$ cat src/rtl/note_sequencer.sv
// note_sequencer: walks an external x/y/id ROM table, absorbing the ROM read latency,
// and presents one entry per valid/ready handshake with optional looping and paced advance.
//
// state   | meaning
// IDLE    | waiting for start
// FETCH   | ROM read in flight, latency counter running down
// PRESENT | entry held on out_* until the consumer accepts it
// GAP     | auto-advance pause of tick_period cycles before the next fetch
module note_sequencer #(
    parameter int AW      = 4,
    parameter int XW      = 8,
    parameter int YW      = 8,
    parameter int IDW     = 2,
    parameter int ROM_LAT = 1,
    parameter int TW      = 26
) (
    input  logic           clock,
    input  logic           reset,
    input  logic           start,
    input  logic [AW:0]    count,
    input  logic           loop,
    input  logic           auto_en,
    input  logic [TW-1:0]  tick_period,
    output logic [AW-1:0]  rom_addr,
    input  logic [XW-1:0]  rom_x,
    input  logic [YW-1:0]  rom_y,
    input  logic [IDW-1:0] rom_id,
    output logic           out_valid,
    input  logic           out_ready,
    output logic [XW-1:0]  out_x,
    output logic [YW-1:0]  out_y,
    output logic [IDW-1:0] out_id,
    output logic [AW-1:0]  out_idx,
    output logic           busy,
    output logic           done,
    output logic           wrap
);
    typedef enum logic [1:0] {S_IDLE, S_FETCH, S_PRESENT, S_GAP} state_t;

    localparam logic [AW:0]   DEPTH_V  = {1'b1, {AW{1'b0}}};
    localparam logic [AW:0]   IDX_ONE  = {{AW{1'b0}}, 1'b1};
    localparam logic [1:0]    LAT_INIT = 2'(ROM_LAT);
    localparam logic [TW-1:0] GAP_ONE  = {{(TW-1){1'b0}}, 1'b1};

    state_t        state;
    state_t        state_next;
    logic [AW:0]   index;
    logic [AW:0]   index_adv;
    logic [AW:0]   count_q;
    logic          auto_q;
    logic [TW-1:0] period_q;
    logic [TW-1:0] gap_cnt;
    logic [1:0]    lat_cnt;
    logic          hs;
    logic          last;
    logic          gap_go;

    // Index is one bit wider than the address so count == DEPTH compares cleanly.
    assign hs        = (state == S_PRESENT) && out_valid && out_ready;
    assign last      = (index == (count_q - IDX_ONE));
    assign index_adv = last ? '0 : (index + IDX_ONE);
    assign gap_go    = auto_q && (period_q != '0);

    always_ff @(posedge clock) begin
        if (!reset) begin
            state <= S_IDLE;
        end else begin
            state <= state_next;
        end
    end

    always_comb begin
        state_next = state;
        case (state)
            S_IDLE: begin
                if (start && (count != '0)) state_next = S_FETCH;
            end
            S_FETCH: begin
                if (lat_cnt == '0) state_next = S_PRESENT;
            end
            S_PRESENT: begin
                if (hs) begin
                    if (last && !loop) state_next = S_IDLE;
                    else if (gap_go)   state_next = S_GAP;
                    else               state_next = S_FETCH;
                end
            end
            S_GAP: begin
                if (gap_cnt == '0) state_next = S_FETCH;
            end
            default: state_next = S_IDLE;
        endcase
    end

    always_comb begin
        busy = (state != S_IDLE);
    end

    always_ff @(posedge clock) begin
        if (!reset) begin
            rom_addr  <= '0;
            out_valid <= 1'b0;
            out_x     <= '0;
            out_y     <= '0;
            out_id    <= '0;
            out_idx   <= '0;
            done      <= 1'b0;
            wrap      <= 1'b0;
            index     <= '0;
            count_q   <= '0;
            auto_q    <= 1'b0;
            period_q  <= '0;
            gap_cnt   <= '0;
            lat_cnt   <= '0;
        end else begin
            done <= 1'b0;
            wrap <= 1'b0;
            case (state)
                S_IDLE: begin
                    if (start) begin
                        if (count == '0) begin
                            done <= 1'b1;
                        end else begin
                            count_q  <= (count > DEPTH_V) ? DEPTH_V : count;
                            auto_q   <= auto_en;
                            period_q <= tick_period;
                            index    <= '0;
                            rom_addr <= '0;
                            lat_cnt  <= LAT_INIT;
                        end
                    end
                end
                S_FETCH: begin
                    if (lat_cnt == '0) begin
                        out_x     <= rom_x;
                        out_y     <= rom_y;
                        out_id    <= rom_id;
                        out_idx   <= index[AW-1:0];
                        out_valid <= 1'b1;
                    end else begin
                        lat_cnt <= lat_cnt - 2'd1;
                    end
                end
                S_PRESENT: begin
                    if (hs) begin
                        out_valid <= 1'b0;
                        if (last && !loop) begin
                            done <= 1'b1;
                        end else begin
                            index <= index_adv;
                            wrap  <= last;
                            if (gap_go) begin
                                gap_cnt <= period_q - GAP_ONE;
                            end else begin
                                rom_addr <= index_adv[AW-1:0];
                                lat_cnt  <= LAT_INIT;
                            end
                        end
                    end
                end
                S_GAP: begin
                    if (gap_cnt == '0) begin
                        rom_addr <= index[AW-1:0];
                        lat_cnt  <= LAT_INIT;
                    end else begin
                        gap_cnt <= gap_cnt - GAP_ONE;
                    end
                end
                default: ;
            endcase
        end
    end
endmodule

$ cat config.mk
export PLATFORM = sky130hd
export DESIGN_NAME = note_sequencer
export DESIGN_NICKNAME = d
export VERILOG_FILES = /design/src/rtl/note_sequencer.sv
export SDC_FILE = /design/constraint.sdc
export NUM_CORES = 1
export LEC_CHECK = 0
export CORE_UTILIZATION = 45
export CTS_BUF_LIST = sky130_fd_sc_hd__clkbuf_16
export DETAILED_ROUTE_END_ITERATION = 12
export PLACE_DENSITY = 0.77
export SYNTH_ARGS = -nofsm -noshare
export SYNTH_HDL_FRONTEND = slang
export SYNTH_SLANG_ARGS = --single-unit
$ cat constraint.sdc
create_clock -name clock -period 3.7 [get_ports clock]
set_clock_uncertainty 0.15 [all_clocks]
set_input_delay 0.555 -clock clock [delete_from_list [all_inputs] [get_ports clock]]
set_output_delay 0.555 -clock clock [all_outputs]
set_load 0.01 [all_outputs]
After elaboration in Yosys (flattened, before gate mapping)

Index checks and enable logic that the tools add are counted.

Add/subtract/negate cells: 5
Magnitude comparators: 1
Equality and inequality tests: 15
Mux-type cells: 41
Bitwise logic cells: 4
Reduce and logical (&&, ||, !) cells: 26

Operators with widths:

| kind                    | count |
|---|---|
| $mux W26                | 4 |
| $pmux W26 S2            | 1 |
| $sub A26 B1 Y26 const B | 2 |
| $mux W5                 | 6 |
| $logic_not A26 Y1       | 1 |
| $reduce_bool A26 Y1     | 1 |
| $mux W2                 | 12 |
| $mux W4                 | 6 |
| $ne A2 B2 Y1 const B    | 11 |
| $pmux W2 S4             | 2 |
| $reduce_and A7 Y1       | 2 |
| $pmux W4 S3             | 1 |
| $pmux W5 S2             | 1 |
| $reduce_and A5 Y1       | 2 |
| $reduce_bool A2 Y1      | 4 |
| $mux W1                 | 6 |
| $reduce_and A3 Y1       | 2 |
| $add A5 B1 Y5 const B   | 1 |
| $eq A5 B5 Y1            | 1 |
| $gt A5 B5 Y1 const B    | 1 |
| $logic_and A1 B1 Y1     | 5 |
| $logic_not A5 Y1        | 1 |
| $reduce_bool A5 Y1      | 1 |
| $sub A5 B1 Y5 const B   | 1 |
| 11 further kinds        | 17 |

Bits in registers: 96
Input bits: 55
Output and inout bits: 30
Logic and storage cells: 107

Longest topological paths before layout

Gate-level depths: netlist of the first run.

Word-level depth: 7
Depth in mapped cells: 14
Depth with buffers taken out: 9

Worst setup path before layout of the first run

OpenSTA, ideal clock, no wires.

Kind: reg2reg
From: register state[0]
To: register gap_cnt[20]
Setup time: 70 ps
Arrival: 3,435 ps
Required time: 3,480 ps
Path slack: 44 ps
Stages on the path, launching flop included: 15
Path buffers: 5
Clock period less this slack: 3,656 ps
Cell sequence: dfxtp_1 > ha_1 > buf_2 > clkbuf_1 > clkbuf_1 > buf_1 > clkbuf_1 > mux2i_1 > ha_1 > nand3b_1 > a211o_1 > or3_1 > a21oi_1 > o21ai_0 > a21oi_1

Cells in the longest elaborated chain, start to end: 5
Elaborated cells between the ends (all ways): 11
Those cells by class: eq/ne: 6; mux: 1; reduce/logical: 4

RTL lines:

| item                             | RTL line | source |
|---|---|---|
| from (decl)                      | 45       | `state_t state;` |
| from (signal assigned)           | 68       | `state <= state_next;` |
| $eq A2 B2 Y1                     | 59, 118  |  |
| $logic_and A1 B1 Y1 (2 in a row) | 59       | `assign hs = (state == S_PRESENT) && out_valid && out_ready;` |
| $ne A2 B2 Y1 (no line)           | n/a      |  |
| $reduce_and A5 Y1 (no line)      | n/a      |  |
| to (signal assigned)             | 153      | `gap_cnt <= period_q - GAP_ONE;` |
| to (signal assigned)             | 166      | `gap_cnt <= gap_cnt - GAP_ONE;` |
| to (decl)                        | 52       | `logic [TW-1:0] gap_cnt;` |

Several ways; a longest one is shown, not always the timed one.
A chain may end at the register's enable or synchronous reset.

Worst setup path in the final report of the first run

Same ends and word-level chain as after synthesis.

==> results.json, run 1 <==
{
  "cp_common_cell": "a21oi_1",
  "intPower_mw": 2.07,
  "synth_edf_count": 0,
  "worstPathArrival_ps": 3370,
  "cp.required_ps": 3840,
  "grt_max_degree": 66,
  "cts-resized-gates": 0,
  "yosysSeqAreaShare": 0.367,
  "power_per_cell_area_nw_per_um2": 489,
  "setup_tns_ps": 0,
  "n_antenna_cell": 0,
  "grt_use_total": 0.247,
  "ys_warn_count": 0,
  "max_slew_margin": 0.456,
  "wl_per_cell_um": 16.0,
  "drc_errors": 0,
  "fin_crit_sh": 0.873,
  "ios": 85,
  "numCtsBuffers": 9,
  "netlist.area_leader.share": 0.367,
  "hpwlAfterDp_um": 10200,
  "setup_viol": 0,
  "fillers": 991,
  "ys.flop_type": "dfxtp_1",
  "cts_hold_buf": 0,
  "start_kind": "flip-flop",
  "ant_nets": 0,
  "initial_core_util": 0.461,
  "grt_pass1_wl_um": 23300,
  "synth_nets": 752,
  "syn_to_final_growth_pct": 23.9,
  "gp_congestion": 0.958,
  "dieArea_um2": 12100,
  "holdWs_ps": 305,
  "pwr-share-comb": 0.309,
  "grt_overflow": 0,
  "synth.avg_cell_area_um2": 7.60,
  "hold_path.class": "flip-flop to flip-flop",
  "end_kind": "flip-flop",
  "worstMarginPinSlew_ps": 816,
  "grt_pass1_vias": 4950,
  "synth_most_common_cell": "nand2_1",
  "synth_area_leaders": "dfxtp_1 37%, nand2_1 11%, a21oi_1 8.4%",
  "p_seq_frac": 0.386,
  "status": "finished, final reports clean",
  "synthTopCellsByCount": "147 x nand2_1, 96 x dfxtp_1, 88 x a21oi_1",
  "worstPathMaxFanout": 39,
  "yosysUniqueCellTypes": 72,
  "io_buffers": 84,
  "die_w_um": 110,
  "synth_cells": 689,
  "chipHeight_um": 110,
  "finalHoldViolCount": 0,
  "root_buffer": "clkbuf_16",
  "cts_max_level": 3,
  "synth-async-reset-ratio": 0,
  "drt_first_iter_violations": 410,
  "rsz0062_at_grt": "false",
  "routed_via_density": 5.86,
  "max_stage_delay_ps": 450,
  "p_leak_nw": 2.25,
  "min_period_ps": 3230,
  "antenna_found_initial": 0,
  "drive_gt1_frac": 0.0675,
  "crit_chain": "ha_2 -> buf_4 -> mux2_2 -> nand3b_1 -> a211o_1 -> or3_1 -> a21oi_1 -> o21ai_0 -> a21oi_1",
  "yosys.area.top_type": "dfxtp_1",
  "drt-total-wl_um": 14400,
  "max-vdd-ir-drop_mv": 0.255,
  "clkPwrFrac": 0.306,
  "drv_slew": 0,
  "maxCapViolCount": 0,
  "switching_share": 0.347,
  "tritoncts": "yes",
  "cts_setup_buffers": 0,
  "rows": 39,
  "switching_power_mw": 1.10,
  "core_um2": 11400,
  "finalNetCount": 814,
  "clkTransAtPathRegs_ps": 70,
  "critPathSlowestCell": "buf_4",
  "routed-via-count": 5266,
  "fmax_mhz": 310,
  "worstSetupPathType": "flip-flop to flip-flop",
  "first_pass_iters": 5,
  "cts.sinks": 96,
  "clock_path_buffers": 2,
  "ys_ff_latch": 96,
  "clock_latency_ps": 360,
  "synth.cell_area_um2": 5240
}
## path summary, 6_finish.rpt
kind,startpoint,slack (ps),endpoint,depth (start not counted)
worst max-delay path,state[0],470,gap_cnt[20],9
worst min-delay path,out_x[4],310,out_x[4],2
worst max register to register,state[0],470,gap_cnt[20],9
worst min register to register,out_x[4],310,out_x[4],2
## placed cells by master (no fill, tap or decap), drive strengths merged, types with 7 or more instances in the layout
cell type and count:
xor2 11, clkdlybuf4s50 84, nor4 8, a31oi 10
ha 8, buf 11, mux2i 14, nand3 11
nand3b 7, clkbuf 9, o21ai 26, nand2 147
a211oi 7, or3 11, inv 25, nor2 45
a21oi 89, nor3b 7, nor3 23, o211ai 8
dfxtp 96
## power by group through the flow
stage	Combinational (mW)	Clock (mW)	Sequential, mW
3_5_place_dp	0.962	0	1.25
2_1_floorplan	0.649	0	1.24
4_1_cts	0.968	0.980	1.22
5_1_grt	1.08	1.02	1.24
3_3_place_gp	0.937	0	1.24
6_report	0.980	0.970	1.22
## metal layers
layer,track usage,vias to the layer above,share of wire
met5,0,-,0
met4,0.134,0,0.030
met3,0.0456,42,0.063
met2,0.395,208,0.47
met1,0.315,2440,0.44
li1,-,2576,-
## critical path: cells and delay by family (launching register included)
| family | cells | cell delay (ps) |
|---|---|---|
| adders and majority gates | 1 | 420 |
| and+or+nand+nor | 2 | 590 |
| AOI/OAI and AO/OA | 4 | 750 |
| muxes | 1 | 390 |
| buffers and inverters | 1 | 450 |
| DFF | 1 | 390 |
## area by class of cell
cell class	count	area [µm²]	share of cell area
Multi-Input combinational cell	526	3060	0.472
Sequential cell	96	1920	0.296
Timing Repair Buffer	95	936	0.144
Clock buffer	9	225	0.0347
Tap cell	143	179	0.0276
Inverter	23	86.3	0.0133
Clock inverter	7	80.1	0.0123
## flip-flops by register name, summed over array words and instances, names as in the netlist, 4 cells and up
| register | cells |
|---|---|
| out_y | 8 |
| rom_addr | 4 |
| count_q | 5 |
| index | 5 |
| gap_cnt | 26 |
| period_q | 26 |
| out_idx | 4 |
| out_x | 8 |
## logic make-up (layout without fill, tap and decap cells)
kind of cell	after synthesis	after routing	share of synthesized area
DFF	96	96	0.367
AOI/OAI and AO/OA	195	195	0.233
adders and majority gates	8	8	0.0191
muxes	15	15	0.0289
xor gates and xnor gates	17	17	0.0284
and+or+nand+nor	291	291	0.274
buffers and inverters	67	134	0.0497
## stage by stage
| stage | std cells | total power, mW | util | worst slack, ps | area (µm²) |
|---|---|---|---|---|---|
| after floorplan | 689 | 1.88 | - | 44.3 | 5240 |
| after global placement | 883 | 2.18 | 0.544 | 445 | 6180 |
| after detailed placement | 883 | 2.21 | 0.544 | 429 | 6180 |
| after CTS | 899 | 3.17 | 0.571 | 539 | 6490 |
| after global routing | 899 | 3.34 | 0.571 | 263 | 6490 |
| final | 899 | 3.17 | 0.571 | 470 | 6490 |
Note: power is estimated with default switching activity, not from simulation.
==> run 2, diff against run 1 <==
--- a/config.mk
+++ b/config.mk
@@ -5,10 +5,13 @@
 export SDC_FILE = /design/constraint.sdc
 export NUM_CORES = 1
 export LEC_CHECK = 0
+export CAP_MARGIN = 10
 export CORE_UTILIZATION = 45
 export CTS_BUF_LIST = sky130_fd_sc_hd__clkbuf_16
+export CTS_CLUSTER_DIAMETER = 50
 export DETAILED_ROUTE_END_ITERATION = 12
 export PLACE_DENSITY = 0.77
+export SLEW_MARGIN = 5
 export SYNTH_ARGS = -nofsm -noshare
 export SYNTH_HDL_FRONTEND = slang
 export SYNTH_SLANG_ARGS = --single-unit
==> results of run 2 <==
The final DEF is identical to that of run 1; final timing and power are the same.
==> run 3, diff against run 2 <==
--- a/config.mk
+++ b/config.mk
@@ -5,7 +5,8 @@
 export SDC_FILE = /design/constraint.sdc
 export NUM_CORES = 1
 export LEC_CHECK = 0
-export CAP_MARGIN = 10
+export CAP_MARGIN = 20
+export CORE_ASPECT_RATIO = 1.2
 export CORE_UTILIZATION = 45
 export CTS_BUF_LIST = sky130_fd_sc_hd__clkbuf_16
 export CTS_CLUSTER_DIAMETER = 50
==> run 3 against run 2 <==
Clock-buffer cell count is the same. Sequential share of layout area shrank 0.063 points. Final cell count grew 1.2%. Critical path depth is the same. Worst setup slack lost 23 ps. Clock power grew 4%.
==> results.json, run 3 (same netlist as run 1, synthesis figures left out) <==
{
  "core_um2": 11200,
  "setup_viol": 0,
  "met3_length_um": 1080,
  "highest_layer": "met4",
  "grt_pass1_wl_um": 24100,
  "finalNetCount": 814,
  "worstPathArrival_ps": 3330,
  "chipHeight_um": 120,
  "clock_latency_ps": 350,
  "ff2ff_path_depth": 9,
  "drc_errors": 0,
  "cts.sinks": 96,
  "drive_gt1_frac": 0.0675,
  "cts_max_level": 3,
  "met1Wirelength_um": 5720,
  "rsz0062_at_grt": "false",
  "end_kind": "flip-flop",
  "grt_use_total": 0.249,
  "fmax_mhz": 307,
  "cts_hold_buf": 0,
  "fin_crit_sh": 0.879,
  "r2r_end": "gap_cnt[6]",
  "r2r_start": "state[0]",
  "syn_to_final_growth_pct": 24.2,
  "grt_pass1_vias": 5248,
  "root_buffer": "clkbuf_16",
  "maxCapViolCount": 0,
  "min_to": "out_id[0]",
  "io_buffers": 84,
  "whs_path_depth": 2,
  "max-vdd-ir-drop_mv": 0.377,
  "die_w_um": 100,
  "worstSetupPathType": "flip-flop to flip-flop",
  "drt_first_iter_violations": 347,
  "cp.required_ps": 3780,
  "ios": 85,
  "rows": 42,
  "finalHoldViolCount": 0,
  "clock_path_buffers": 2,
  "start_kind": "flip-flop",
  "grt_overflow": 0,
  "layout_commonest_cell": "nand2_1",
  "drt-total-wl_um": 14700,
  "cts-resized-gates": 0,
  "ant_nets": 0,
  "final_cell_mix": "147 x nand2_1, 96 x dfxtp_1, 88 x a21oi_1",
  "dieArea_um2": 12100,
  "top_regs": "gap_cnt (26), period_q (26)",
  "route.met2.wl_um": 7230,
  "dp.cells": 894,
  "grt_max_degree": 43,
  "n_antenna_cell": 0,
  "hold_start": "out_id[0]",
  "wl_per_cell_um": 16.1,
  "routed_via_density": 5.96,
  "first_pass_iters": 5,
  "setup_tns_ps": 0,
  "max_slew_margin": 0.429,
  "initial_core_util": 0.468,
  "gp_congestion": 0.929,
  "power_per_cell_area_nw_per_um2": 494,
  "clkTransAtPathRegs_ps": 60,
  "antenna_found_initial": 0,
  "r2r_setup_slack_ps": 450,
  "hold_path.class": "flip-flop to flip-flop",
  "hpwlAfterDp_um": 10500,
  "worstPathMaxFanout": 13,
  "min_period_ps": 3250,
  "drv_slew": 0,
  "cts_setup_buffers": 0,
  "routed-via-count": 5420,
  "worstMarginPinSlew_ps": 854,
  "tritoncts": "yes",
  "status": "finished, final reports clean",
  "p_leak_nw": 2.26,
  "numCtsBuffers": 9,
  "final_cell_count_no_fill": 910
}
-- run 3: cell types whose count changed in the layout (fill, tap and decap cells not counted) --
cell,delta
clkinvlp_4,-3
clkinv_2,+2
inv_6,+2
inv_8,-2
buf_12,-1
buf_4,+1
bufinv_16,+1
-- run 3: cell type report --
| cell class | count | area [µm²] |
|---|---|---|
| Fill cell | 991 | 4690 |
| Clock inverter | 7 | 92.6 |
| Clock buffer | 9 | 225 |
| Tap cell | 154 | 193 |
| Timing Repair Buffer | 95 | 923 |
| Sequential cell | 96 | 1920 |
| Inverter | 23 | 86.3 |
| Multi-Input combinational cell | 526 | 3060 |
-- run 3: worst max path at each step --
stage             endpoint       from  slack, ps  depth (start not counted)
6_report        gap_cnt[6]   state[0]        450                          9
5_1_grt         gap_cnt[6]   state[0]        260                          9
4_1_cts         gap_cnt[6]   state[0]        530                          9
3_5_place_dp    gap_cnt[6]  out_ready        480                          8
3_3_place_gp   gap_cnt[21]  out_ready        570                          8
2_1_floorplan  gap_cnt[20]   state[0]         40                         14
-- run 3: metrics by stage --
stage	setup slack (ps)	hold slack, ps	area (µm²)	total power [mW]	utilization
3_5_place_dp	484	299	6180	2.21	0.552
4_1_cts	526	308	6500	3.22	0.581
2_1_floorplan	44.3	291	5240	1.88	-
3_3_place_gp	566	291	6180	2.18	0.552
6_report	447	307	6500	3.21	0.581
5_1_grt	256	326	6500	3.37	0.581
-- run 3: routing by layer --
| metal | track usage | vias up |
|---|---|---|
| li1 | - | 2559 |
| met1 | 0.287 | 2533 |
| met2 | 0.426 | 263 |
| met3 | 0.0507 | 65 |
| met4 | 0.138 | 0 |
| met5 | 0 | - |
-- run 3: report_power, final --
| part | internal, mW | switching [mW] | total [mW] |
|---|---|---|---|
| registers | 1.13 | 0.0965 | 1.22 |
| logic | 0.413 | 0.567 | 0.980 |
| clock network | 0.594 | 0.414 | 1.01 |
-- run 3: critical path, cell delays in order, from the launching register on --
cell and delay [ps]:
dfxtp_1 340, inv_1 100, ha_1 400, inv_1 140, nor2_1 250, o211ai_1 270
o22ai_2 380, and2_1 570, a21boi_0 200, o31a_1 330
